## config.mk

```make
export PLATFORM = sky130hd
export DESIGN_NAME = usb_ebi_master
export DESIGN_NICKNAME = d
export VERILOG_FILES = /design/src/rtl/usb_ebi_master_pkg.sv /design/src/rtl/usb_ebi_phase_timer.sv /design/src/rtl/usb_ebi_master.sv
export SDC_FILE = /design/constraint.sdc
export NUM_CORES = 1
export LEC_CHECK = 0
export ABC_AREA = 1
export CAP_MARGIN = 30
export CORE_AREA = 4 4 113 115
export DETAILED_ROUTE_END_ITERATION = 8
export DIE_AREA = 0 0 117 119
export PLACE_DENSITY = 0.5
export SYNTH_ARGS = -nofsm -noshare
export SYNTH_HDL_FRONTEND = slang
export SYNTH_SLANG_ARGS = --single-unit
```

## constraint.sdc

```tcl
create_clock -name clk -period 4.87 [get_ports clk]
set_input_delay 0.7305 -clock clk [delete_from_list [all_inputs] [get_ports clk]]
set_output_delay 0.7305 -clock clk [all_outputs]
set_load 0.02 [all_outputs]
```

## src/rtl/usb_ebi_master_pkg.sv

```systemverilog
// Shared definitions for the USB external-bus initiator: FSM state encoding,
// default bus timing and the phase-counter width helper.
package usb_ebi_master_pkg;

  // Bus widths of the multiplexed external bus
  localparam int unsigned EBI_AW = 8;
  localparam int unsigned EBI_DW = 8;

  // Default timing in clk cycles; the responder's bench model uses the same values
  localparam int unsigned DEF_T_ALE = 2;
  localparam int unsigned DEF_T_AH  = 1;
  localparam int unsigned DEF_T_STB = 3;
  localparam int unsigned DEF_T_REC = 2;
  localparam int unsigned DEF_LEN_W = 16;

  typedef enum logic [2:0] {
    ST_IDLE   = 3'd0,
    ST_ADDR   = 3'd1,
    ST_AHOLD  = 3'd2,
    ST_WAIT   = 3'd3,
    ST_STROBE = 3'd4,
    ST_REC    = 3'd5
  } ebi_state_e;

  // Phase counter width: enough bits for the longest phase, plus one
  function automatic int unsigned phase_width(input int unsigned t_ale,
                                              input int unsigned t_ah,
                                              input int unsigned t_stb,
                                              input int unsigned t_rec);
    int unsigned m;
    m = t_ale;
    if (t_ah  > m) m = t_ah;
    if (t_stb > m) m = t_stb;
    if (t_rec > m) m = t_rec;
    return $clog2(m) + 1;
  endfunction

endpackage

```

## src/rtl/usb_ebi_phase_timer.sv

```systemverilog
// Loadable down-counter used to time each bus phase.
// Ports:
//   clk, reset_n  clock and async active-low reset
//   load          load load_val this cycle (wins over counting)
//   load_val      phase length minus one
//   zero_c        combinational flag: counter has reached zero
module usb_ebi_phase_timer #(
  parameter int unsigned W = 3
) (
  input  logic         clk,
  input  logic         reset_n,
  input  logic         load,
  input  logic [W-1:0] load_val,
  output logic         zero_c
);

  logic [W-1:0] cnt;

  // Count down and park at zero until the next load
  always_ff @(posedge clk or negedge reset_n) begin
    if (!reset_n) begin
      cnt <= '0;
    end else if (load) begin
      cnt <= load_val;
    end else if (cnt != '0) begin
      cnt <= cnt - W'(1);
    end
  end

  assign zero_c = (cnt == '0);

endmodule

```

## src/rtl/usb_ebi_master.sv

```systemverilog
// Initiator for the 8-bit multiplexed USB external bus. Converts a command
// handshake plus write/read byte streams into timed ALE/CE/RD/WR cycles; a
// burst of cmd_len bytes shares a single address phase.
// Ports:
//   clk, reset_n                  clock, async active-low reset
//   cmd_valid/ready/write/addr/len command handshake (ready only in IDLE)
//   wr_data/wr_valid/wr_ready     write byte stream (wr_ready pulses on consume)
//   rd_data/rd_valid/rd_ready     read byte stream (byte held until accepted)
//   done, busy                    burst-complete pulse, not-idle flag
//   usb_addr, usb_d_o, usb_d_oe   address bus, data out and its drive enable
//   usb_d_i                       data in (tristate handled at top level)
//   usb_alen/cen/rdn/wrn          active-low bus strobes
// All outputs are registered so the pins never glitch.
module usb_ebi_master
  import usb_ebi_master_pkg::*;
#(
  parameter int unsigned T_ALE = DEF_T_ALE,
  parameter int unsigned T_AH  = DEF_T_AH,
  parameter int unsigned T_STB = DEF_T_STB,
  parameter int unsigned T_REC = DEF_T_REC,
  parameter int unsigned LEN_W = DEF_LEN_W
) (
  input  logic              clk,
  input  logic              reset_n,
  input  logic              cmd_valid,
  output logic              cmd_ready,
  input  logic              cmd_write,
  input  logic [EBI_AW-1:0] cmd_addr,
  input  logic [LEN_W-1:0]  cmd_len,
  input  logic [EBI_DW-1:0] wr_data,
  input  logic              wr_valid,
  output logic              wr_ready,
  output logic [EBI_DW-1:0] rd_data,
  output logic              rd_valid,
  input  logic              rd_ready,
  output logic              done,
  output logic              busy,
  output logic [EBI_AW-1:0] usb_addr,
  output logic [EBI_DW-1:0] usb_d_o,
  input  logic [EBI_DW-1:0] usb_d_i,
  output logic              usb_d_oe,
  output logic              usb_alen,
  output logic              usb_cen,
  output logic              usb_rdn,
  output logic              usb_wrn
);

  localparam int unsigned PH_W = phase_width(T_ALE, T_AH, T_STB, T_REC);
  localparam logic [PH_W-1:0] LD_ALE = PH_W'(T_ALE - 1);
  localparam logic [PH_W-1:0] LD_AH  = PH_W'(T_AH - 1);
  localparam logic [PH_W-1:0] LD_STB = PH_W'(T_STB - 1);
  localparam logic [PH_W-1:0] LD_REC = PH_W'(T_REC - 1);

  ebi_state_e        state, state_nxt;
  logic [LEN_W-1:0]  rem, rem_nxt;
  logic              dir_wr, dir_wr_nxt;

  logic              tmr_load;
  logic [PH_W-1:0]   tmr_val;
  logic              tmr_zero_c;

  logic [EBI_AW-1:0] addr_nxt;
  logic [EBI_DW-1:0] d_o_nxt;
  logic [EBI_DW-1:0] rd_data_nxt;
  logic              oe_nxt, alen_nxt, cen_nxt, rdn_nxt, wrn_nxt;
  logic              wr_ready_nxt, rd_valid_nxt, done_nxt;
  logic              cmd_ready_nxt, busy_nxt;

  usb_ebi_phase_timer #(.W(PH_W)) u_timer (
    .clk      (clk),
    .reset_n  (reset_n),
    .load     (tmr_load),
    .load_val (tmr_val),
    .zero_c   (tmr_zero_c)
  );

  // Next-state and next-output logic
  always_comb begin
    state_nxt     = state;
    rem_nxt       = rem;
    dir_wr_nxt    = dir_wr;
    tmr_load      = 1'b0;
    tmr_val       = '0;
    addr_nxt      = usb_addr;
    d_o_nxt       = usb_d_o;
    oe_nxt        = usb_d_oe;
    alen_nxt      = usb_alen;
    cen_nxt       = usb_cen;
    rdn_nxt       = usb_rdn;
    wrn_nxt       = usb_wrn;
    wr_ready_nxt  = 1'b0;
    done_nxt      = 1'b0;
    rd_data_nxt   = rd_data;
    // A pending read byte clears when accepted unless a new capture replaces it
    rd_valid_nxt  = rd_valid & ~rd_ready;

    unique case (state)
      ST_IDLE: begin
        if (cmd_valid && cmd_ready) begin
          if (cmd_len == '0) begin
            done_nxt = 1'b1;
          end else begin
            state_nxt  = ST_ADDR;
            rem_nxt    = cmd_len;
            dir_wr_nxt = cmd_write;
            addr_nxt   = cmd_addr;
            cen_nxt    = 1'b0;
            alen_nxt   = 1'b0;
            tmr_load   = 1'b1;
            tmr_val    = LD_ALE;
          end
        end
      end
      ST_ADDR: begin
        if (tmr_zero_c) begin
          state_nxt = ST_AHOLD;
          alen_nxt  = 1'b1;
          tmr_load  = 1'b1;
          tmr_val   = LD_AH;
        end
      end
      ST_AHOLD: begin
        if (tmr_zero_c) begin
          state_nxt = ST_WAIT;
        end
      end
      ST_WAIT: begin
        // Reads only start once the previous byte is gone, so data is never lost
        if (dir_wr && wr_valid) begin
          state_nxt    = ST_STROBE;
          wrn_nxt      = 1'b0;
          d_o_nxt      = wr_data;
          oe_nxt       = 1'b1;
          wr_ready_nxt = 1'b1;
          tmr_load     = 1'b1;
          tmr_val      = LD_STB;
        end else if (!dir_wr && (!rd_valid || rd_ready)) begin
          state_nxt = ST_STROBE;
          rdn_nxt   = 1'b0;
          tmr_load  = 1'b1;
          tmr_val   = LD_STB;
        end
      end
      ST_STROBE: begin
        if (tmr_zero_c) begin
          state_nxt = ST_REC;
          rdn_nxt   = 1'b1;
          wrn_nxt   = 1'b1;
          tmr_load  = 1'b1;
          tmr_val   = LD_REC;
          if (!dir_wr) begin
            rd_data_nxt  = usb_d_i;
            rd_valid_nxt = 1'b1;
          end
        end
      end
      ST_REC: begin
        if (tmr_zero_c) begin
          oe_nxt  = 1'b0;
          rem_nxt = rem - LEN_W'(1);
          if (rem == LEN_W'(1)) begin
            state_nxt = ST_IDLE;
            cen_nxt   = 1'b1;
            done_nxt  = 1'b1;
          end else begin
            state_nxt = ST_WAIT;
          end
        end
      end
      default: begin
        state_nxt = ST_IDLE;
        cen_nxt   = 1'b1;
        alen_nxt  = 1'b1;
        rdn_nxt   = 1'b1;
        wrn_nxt   = 1'b1;
        oe_nxt    = 1'b0;
      end
    endcase

    cmd_ready_nxt = (state_nxt == ST_IDLE);
    busy_nxt      = (state_nxt != ST_IDLE);
  end

  // State and registered outputs; reset drives strobes inactive immediately
  always_ff @(posedge clk or negedge reset_n) begin
    if (!reset_n) begin
      state     <= ST_IDLE;
      rem       <= '0;
      dir_wr    <= 1'b0;
      usb_addr  <= '0;
      usb_d_o   <= '0;
      usb_d_oe  <= 1'b0;
      usb_alen  <= 1'b1;
      usb_cen   <= 1'b1;
      usb_rdn   <= 1'b1;
      usb_wrn   <= 1'b1;
      wr_ready  <= 1'b0;
      rd_data   <= '0;
      rd_valid  <= 1'b0;
      done      <= 1'b0;
      cmd_ready <= 1'b1;
      busy      <= 1'b0;
    end else begin
      state     <= state_nxt;
      rem       <= rem_nxt;
      dir_wr    <= dir_wr_nxt;
      usb_addr  <= addr_nxt;
      usb_d_o   <= d_o_nxt;
      usb_d_oe  <= oe_nxt;
      usb_alen  <= alen_nxt;
      usb_cen   <= cen_nxt;
      usb_rdn   <= rdn_nxt;
      usb_wrn   <= wrn_nxt;
      wr_ready  <= wr_ready_nxt;
      rd_data   <= rd_data_nxt;
      rd_valid  <= rd_valid_nxt;
      done      <= done_nxt;
      cmd_ready <= cmd_ready_nxt;
      busy      <= busy_nxt;
    end
  end

endmodule

```

==> impl_summary.log, run 1 <==
[metrics] Layout Cell Area excl Fill: 4322 µm²
[metrics] multiplexer fraction of the synthesized cell area: 3.214%
[metrics] switching pwr: 1.262 mW
[metrics] internal power summed over all cells: 1.644 mW
[metrics] dominant combinational cell family by area after synthesis: simple AND/OR/NAND/NOR gates
[metrics] sequential share of power: 30.6%
[metrics] worst clock skew on the final layout: 5.596 ps
[metrics] critical path's largest stage delay: 620 ps
[metrics] Seq cells post-synth: 57
[metrics] top-area cell type share of the netlist area: 41.78%
[metrics] number of warnings reported in the yosys synthesis log: 0
[metrics] routed vias/inst: 4.415
[metrics] CTS clk-pin slew, worst paths: 50 ps
[metrics] compound-gate portion of the synthesized area: 7.151%
[metrics] global-route wire length before repair: 13.90 mm
[metrics] latest clock arrival within the worst-skew pair: 330 ps
[metrics] combinational share of power: 49.0%
[metrics] detailed-route wire length per cell: 13.10 µm
[metrics] root cell of the clock tree: clkbuf_16
[metrics] largest net degree at the start of global routing: 58
[metrics] number of primary I/O pins: 80
[metrics] critical-path maximum fanout: 2
[metrics] synthesized-area fraction occupied by adder cells: 1.607%
[metrics] origin of the worst min-delay path: usb_wrn
[metrics] number of DRC violations after detailed-routing iteration 0: 159
[metrics] Final Power: 2.905 mW
[metrics] hold buffer count at cts: 0
[metrics] Pwr per Cell Area: 672.3 nW/µm²
[metrics] max_slew headroom: 49.41%
[metrics] sum of net half-perimeters after detailed placement: 6.210 mm
[metrics] count of buffering cells on the critical path with inverters included: 1
[metrics] net count of the finished layout: 546
[metrics] Post-Synthesis Net Count: 462
[metrics] top_reg_cell synth: dfrtp_1
[metrics] placement row count: 40
[metrics] non-filler instance count after layout: 648
[metrics] number of stages on the worst hold path: 2
[metrics] top cell type by total area after synthesis: dfrtp_1
[metrics] RSZ-0062 raised after global routing: false
[metrics] EDFF count, synth: 0
[metrics] Final setup viols: 0
[metrics] Placed Instances: 632
[metrics] number of antenna violations at the first check in global routing: 0
[metrics] final WL: 8.489 mm
[metrics] highest-delay cell along the critical path: clkdlybuf4s50_1
[metrics] total CTS buffers: 9
[metrics] setup slack after layout: 2665 ps
[metrics] Initial DRT Pass Iterations: 5
[metrics] clock sink count: 57
[metrics] area share of xor/xnor cells in the synthesized design: 1.125%
[metrics] average size of a mapped cell: 7.559 µm²
[metrics] Worst Hold End: usb_wrn
[metrics] vias post-DR: 2861
[metrics] Final min period: 2205 ps
[metrics] Cells after Synth: 412
[metrics] maximum vdd ir drop: 0.2447 mV
[metrics] core outline area: 11810 µm²
[metrics] outcome: complete, no violations
[metrics] post-CTS setup buffer count: 0
[metrics] worst setup slack before clock tree synthesis: 2425 ps
[metrics] number of endpoints with negative hold slack in the final report: 0
[metrics] async set-reset flop share out of synthesis: 100.0%
[metrics] Synth cell types: 33
[metrics] startpoint of the lowest-slack register-to-register path: state[2]
[metrics] Vert. Die Dim: 119 µm
[metrics] total global routing track utilization: 12.70%
[metrics] endpoint of the most critical register-to-register path: rem[8]
[metrics] highest clock frequency the design can meet: 453.5 MHz
[metrics] Clock Power Share: 20.4%
[metrics] top cell family by delay on the critical path: buffers and inverters
[metrics] number of antenna repair diodes: 0
[metrics] dpl cell area: 4039 µm²
[metrics] final count of pins violating max slew: 0
[metrics] number of buffers inserted by port buffering: 79
[metrics] remaining global-route overflow: 0
[metrics] switching fraction of total power: 43.43%
[metrics] routability congestion estimate from global placement: 0.8364
[metrics] setup total negative slack: 0 ps
[metrics] count of cells along the worst register-to-register path: 6
[metrics] period utilisation layout: 45.28%
[metrics] vias in the first global route: 2880
[metrics] type of the setup path with the least slack: reg2out
[metrics] share of final-layout standard cells stronger than drive strength 1: 10.38%
[metrics] hold crit path type: reg2reg
[metrics] main area contributors after synthesis: dfrtp_1, nand2_1, nor2_1
[metrics] H-tree lvl count: 3
[metrics] starting utilization of the core area: 26.37%
[metrics] post-synthesis sequential area ratio: 46.00%
[metrics] area share of and/or/nand/nor cells after synthesis: 33.59%
[metrics] setup slack of the most critical reg-to-reg path: 2830 ps
[metrics] total die area: 13920 µm²
[metrics] Worst Tran Pin Value: 758.8 ps
[metrics] kind of start point of the critical path: flip-flop
[metrics] Lkg Pwr: 2.060 nW
[metrics] critical path, cell by cell: clkdlybuf4s50_1
[metrics] number of design rule violations left after detail routing: 0
[metrics] antenna violation net count after detailed routing: 0
[metrics] Die W: 117 µm
[metrics] Worst Setup End Kind: output port
[metrics] critical path data required time: 4140 ps
[metrics] Gates resized, CTS repair: 0
[metrics] number of max-capacitance violations reported: 0
[metrics] netlist area before placement: 3114 µm²
[metrics] clock tree from TritonCTS: yes
[metrics] filler cell count in the final layout: 1253
[metrics] Worst Path Arrival: 1470 ps
[metrics] Bufs on Longest Clock Path: 2
[metrics] Area growth syn-to-layout: 38.77%
-- state kept, by name (all words and copies together), names as in the netlist, 3 cells and up --
signal	count
rem	16
state	3
usb_addr	8
rd_data	8
usb_d_o	8
u_timer.cnt	3
-- final cells by class --
class / instances / area (µm²) / share of cell area [%]
multi-input cells: 303 / 1454 / 33.64
flip-flops and latches: 57 / 1433 / 33.15
repair buffers: 81 / 800.8 / 18.53
clock buffers: 11 / 252.7 / 5.848
well taps: 147 / 183.9 / 4.256
inverters: 44 / 167.7 / 3.880
clock inverters: 5 / 30.03 / 0.6948
-- worst max-delay path by stage --
stage	from	end	slack (ps)	cells after the start
after floorplan	cmd_len[4]	rem[4]	3200	10
after global placement	cmd_len[6]	busy	2450	9
after detailed placement	cmd_len[8]	busy	2430	9
after CTS	usb_rdn	usb_rdn	2630	1
after global routing	state[2]	rem[9]	2580	7
final	usb_rdn	usb_rdn	2660	1
-- power by group through the flow --
stage          clock [mW]  sequential, mW  combinational (mW)
2_1_floorplan           0           0.996               0.851
3_3_place_gp            0           0.890                1.42
3_5_place_dp            0           0.888                1.44
4_1_cts             0.616           0.890                1.44
5_1_grt             0.637           0.926                1.60
6_report            0.594           0.888                1.42
-- kinds of logic (layout without fill, tap and decap cells) --
group	after synthesis	in the layout
AO/OA/AOI/OAI	39	39
XOR/XNOR	4	4
adder cells (fa/ha/maj)	4	4
buffers and inverters	52	141
flip-flops	57	57
multiplexers	9	9
AND/OR/NAND/NOR	247	247
-- placed cells by master (no fill, tap or decap), types with 3 or more instances in the layout --
cell | Yosys | routed
inv_2 | 5 | 5
nand3_1 | 29 | 29
mux2_2 | 8 | 8
clkdlybuf4s50_1 | 0 | 78
dfstp_2 | 5 | 5
nor2_1 | 46 | 46
nand2_1 | 152 | 152
inv_1 | 38 | 38
o21ai_0 | 19 | 19
clkbuf_16 | 0 | 9
dfrtp_1 | 52 | 52
ha_1 | 4 | 4
clkinv_2 | 0 | 3
nor3_1 | 3 | 3
nand4_1 | 5 | 5
nand2_2 | 4 | 4
o21ai_1 | 11 | 11
-- synth_stat cells, types with 3 or more instances --
cell type and instances:
inv_1 38, o21ai_0 19, nand2_1 152, nand3_1 29, dfrtp_1 52, nor3_1 3
o21ai_1 11, inv_2 5, nor2_1 46, nand4_1 5, ha_1 4, dfstp_2 5
buf_2 3, nand2_2 4, mux2_2 8, buf_4 3
-- per-layer routing --
metal | track usage, % | share of wire [%] | vias to the layer above
met2 | 19.70 | 46 | 91
met1 | 16.04 | 44 | 1296
li1 | - | - | 1464
met5 | 0 | 0 | -
met4 | 3.871 | 1.2 | 0
met3 | 5.234 | 8.2 | 10
-- stage by stage --
| step | hold slack (ps) | utilization, % |
|---|---|---|
| finish | 460.8 | 36.59 |
| global route | 492.0 | 36.59 |
| CTS | 462.6 | 36.59 |
| detailed placement | 452.7 | 34.19 |
| global placement | 453.2 | 34.19 |
| floorplan | 434.9 | - |
Power figures use the tool's default switching activity.
==> run 2: changes to the inputs <==
- clock period: 4.87 -> 2.2 ns (I/O delays scaled with it)
==> impl_summary.log, run 2 (synthesis results as in run 1) <==
[metrics] register containing the most flip-flops in the final layout: rem
[metrics] post-CTS setup buffer count: 0
[metrics] total die area: 13920 µm²
[metrics] largest net degree at the start of global routing: 30
[metrics] clock sink count: 57
[metrics] Area growth syn-to-layout: 39.77%
[metrics] hold buffer count at cts: 0
[metrics] number of max-capacitance violations reported: 0
[metrics] critical path's largest stage delay: 620 ps
[metrics] internal power summed over all cells: 3.731 mW
[metrics] final WL: 8.554 mm
[metrics] Final setup viols: 0
[metrics] Worst Tran Pin Value: 466.7 ps
[metrics] highest clock frequency the design can meet: 551.3 MHz
[metrics] Worst Path Arrival: 1480 ps
[metrics] Gates resized, CTS repair: 0
[metrics] most common library cell in the layout ignoring fill and taps: nand2_1
[metrics] max_slew headroom: 68.77%
[metrics] vias post-DR: 2941
[metrics] starting utilization of the core area: 26.37%
[metrics] multi-input combinational cell area: 1454 µm²
[metrics] worst setup slack before clock tree synthesis: 222.8 ps
[metrics] setup slack after layout: 386.0 ps
[metrics] remaining global-route overflow: 0
[metrics] Clock Power Share: 20.8%
[metrics] number of DRC violations after detailed-routing iteration 0: 165
[metrics] share of final-layout standard cells stronger than drive strength 1: 10.52%
[metrics] core outline area: 11810 µm²
[metrics] Pwr per Cell Area: 1499 nW/µm²
[metrics] Bufs on Longest Clock Path: 2
[metrics] combinational share of power: 49.1%
[metrics] critical path data required time: 1870 ps
[metrics] type of the setup path with the least slack: reg2out
[metrics] total global routing track utilization: 12.97%
[metrics] number of antenna repair diodes: 0
[metrics] latest clock arrival within the worst-skew pair: 330 ps
[metrics] period utilisation layout: 82.46%
[metrics] global-route wire length before repair: 14.14 mm
[metrics] number of flip-flops under the largest register name: 16
[metrics] Final Power: 6.526 mW
[metrics] CTS clk-pin slew, worst paths: 50 ps
[metrics] maximum vdd ir drop: 0.5532 mV
[metrics] antenna violation net count after detailed routing: 0
[metrics] hold crit path type: in2async
[metrics] number of buffers inserted by port buffering: 79
[metrics] Final min period: 1814 ps
[metrics] routability congestion estimate from global placement: 0.8042
[metrics] startpoint of the lowest-slack register-to-register path: u_timer.cnt[0]
[metrics] setup slack of the most critical reg-to-reg path: 430 ps
[metrics] clock tree from TritonCTS: yes
[metrics] routed vias/inst: 4.518
[metrics] area taken by flip-flops and latches: 1433 µm²
[metrics] detailed-route wire length per cell: 13.14 µm
[metrics] number of design rule violations left after detail routing: 0
[metrics] setup total negative slack: 0 ps
[metrics] commonest cells after routing, fill and taps aside: nand2_1, clkdlybuf4s50_1, dfrtp_1, nor2_1, inv_1
[metrics] Vert. Die Dim: 119 µm
[metrics] filler cell count in the final layout: 1248
[metrics] critical path, cell by cell: clkdlybuf4s50_1
[metrics] worst clock skew on the final layout: 12.38 ps
[metrics] vias in the first global route: 2963
[metrics] highest-delay cell along the critical path: clkdlybuf4s50_1
[metrics] switching pwr: 2.795 mW
[metrics] count of cells along the worst register-to-register path: 10
[metrics] root cell of the clock tree: clkbuf_16
[metrics] top cell family by delay on the critical path: buffers and inverters
[metrics] kind of start point of the critical path: flip-flop
[metrics] Die W: 117 µm
[metrics] Lkg Pwr: 2.073 nW
[metrics] Worst Setup End Kind: output port
[metrics] H-tree lvl count: 3
[metrics] number of antenna violations at the first check in global routing: 0
[metrics] sequential share of power: 30.1%
[metrics] count of buffering cells on the critical path with inverters included: 1
[metrics] critical-path maximum fanout: 2
[metrics] switching fraction of total power: 42.82%
[metrics] placement row count: 40
[metrics] outcome: complete, no violations
[metrics] net count of the finished layout: 549
[metrics] number of primary I/O pins: 80
[metrics] sum of net half-perimeters after detailed placement: 6.435 mm
[metrics] endpoint of the most critical register-to-register path: rem[5]
[metrics] number of endpoints with negative hold slack in the final report: 0
[metrics] RSZ-0062 raised after global routing: false
[metrics] Initial DRT Pass Iterations: 4
[metrics] total CTS buffers: 9
[metrics] final count of pins violating max slew: 0
run 2: cell count changes in the layout (fill, tap and decap cells not counted), sizes merged:
cell    before  now
bufinv       0    1
buf          3    6
clkinv       3    2
run 2: worst max-delay path by stage:
stage	cells after the start	to	slack, ps	from
finish	1	usb_rdn	390	usb_rdn
global route	12	usb_d_o[6]	190	u_timer.cnt[0]
CTS	1	usb_rdn	360	usb_rdn
detailed placement	11	rem[14]	220	cmd_len[6]
global placement	11	rem[14]	250	cmd_len[6]
floorplan	10	rem[10]	640	u_timer.cnt[0]
run 2: power by group through the flow:
stage,registers [mW],logic [mW],clock network [mW]
6_report,1.96,3.20,1.36
5_1_grt,2.03,3.63,1.46
4_1_cts,1.97,3.26,1.41
3_5_place_dp,1.96,3.24,0
3_3_place_gp,1.96,3.20,0
2_1_floorplan,2.21,1.88,0
run 2: layer usage:
metal	global-route usage [%]	vias up	share of wire, %
met2	21.02	107	48
met1	15.43	1354	41
met4	4.803	0	1.8
met3	5.030	12	8.7
met5	0	-	0
li1	-	1468	-
run 2: cell type report:
class                   count  area share, %
clock buffers              11          5.346
clock inverters             5          1.351
inverters                  44          3.852
multi-input cells         303          33.40
flip-flops and latches     57          32.91
well taps                 147          4.225
repair buffers             84          18.91
run 2: per-stage QoR:
stage	area (µm²)	util [%]	hold slack [ps]	cells
3_3_place_gp	4061	34.39	374.4	635
6_report	4353	36.85	11.19	651
2_1_floorplan	3114	-	34.41	412
4_1_cts	4353	36.85	23.57	651
3_5_place_dp	4061	34.39	380.2	635
5_1_grt	4353	36.85	46.44	651
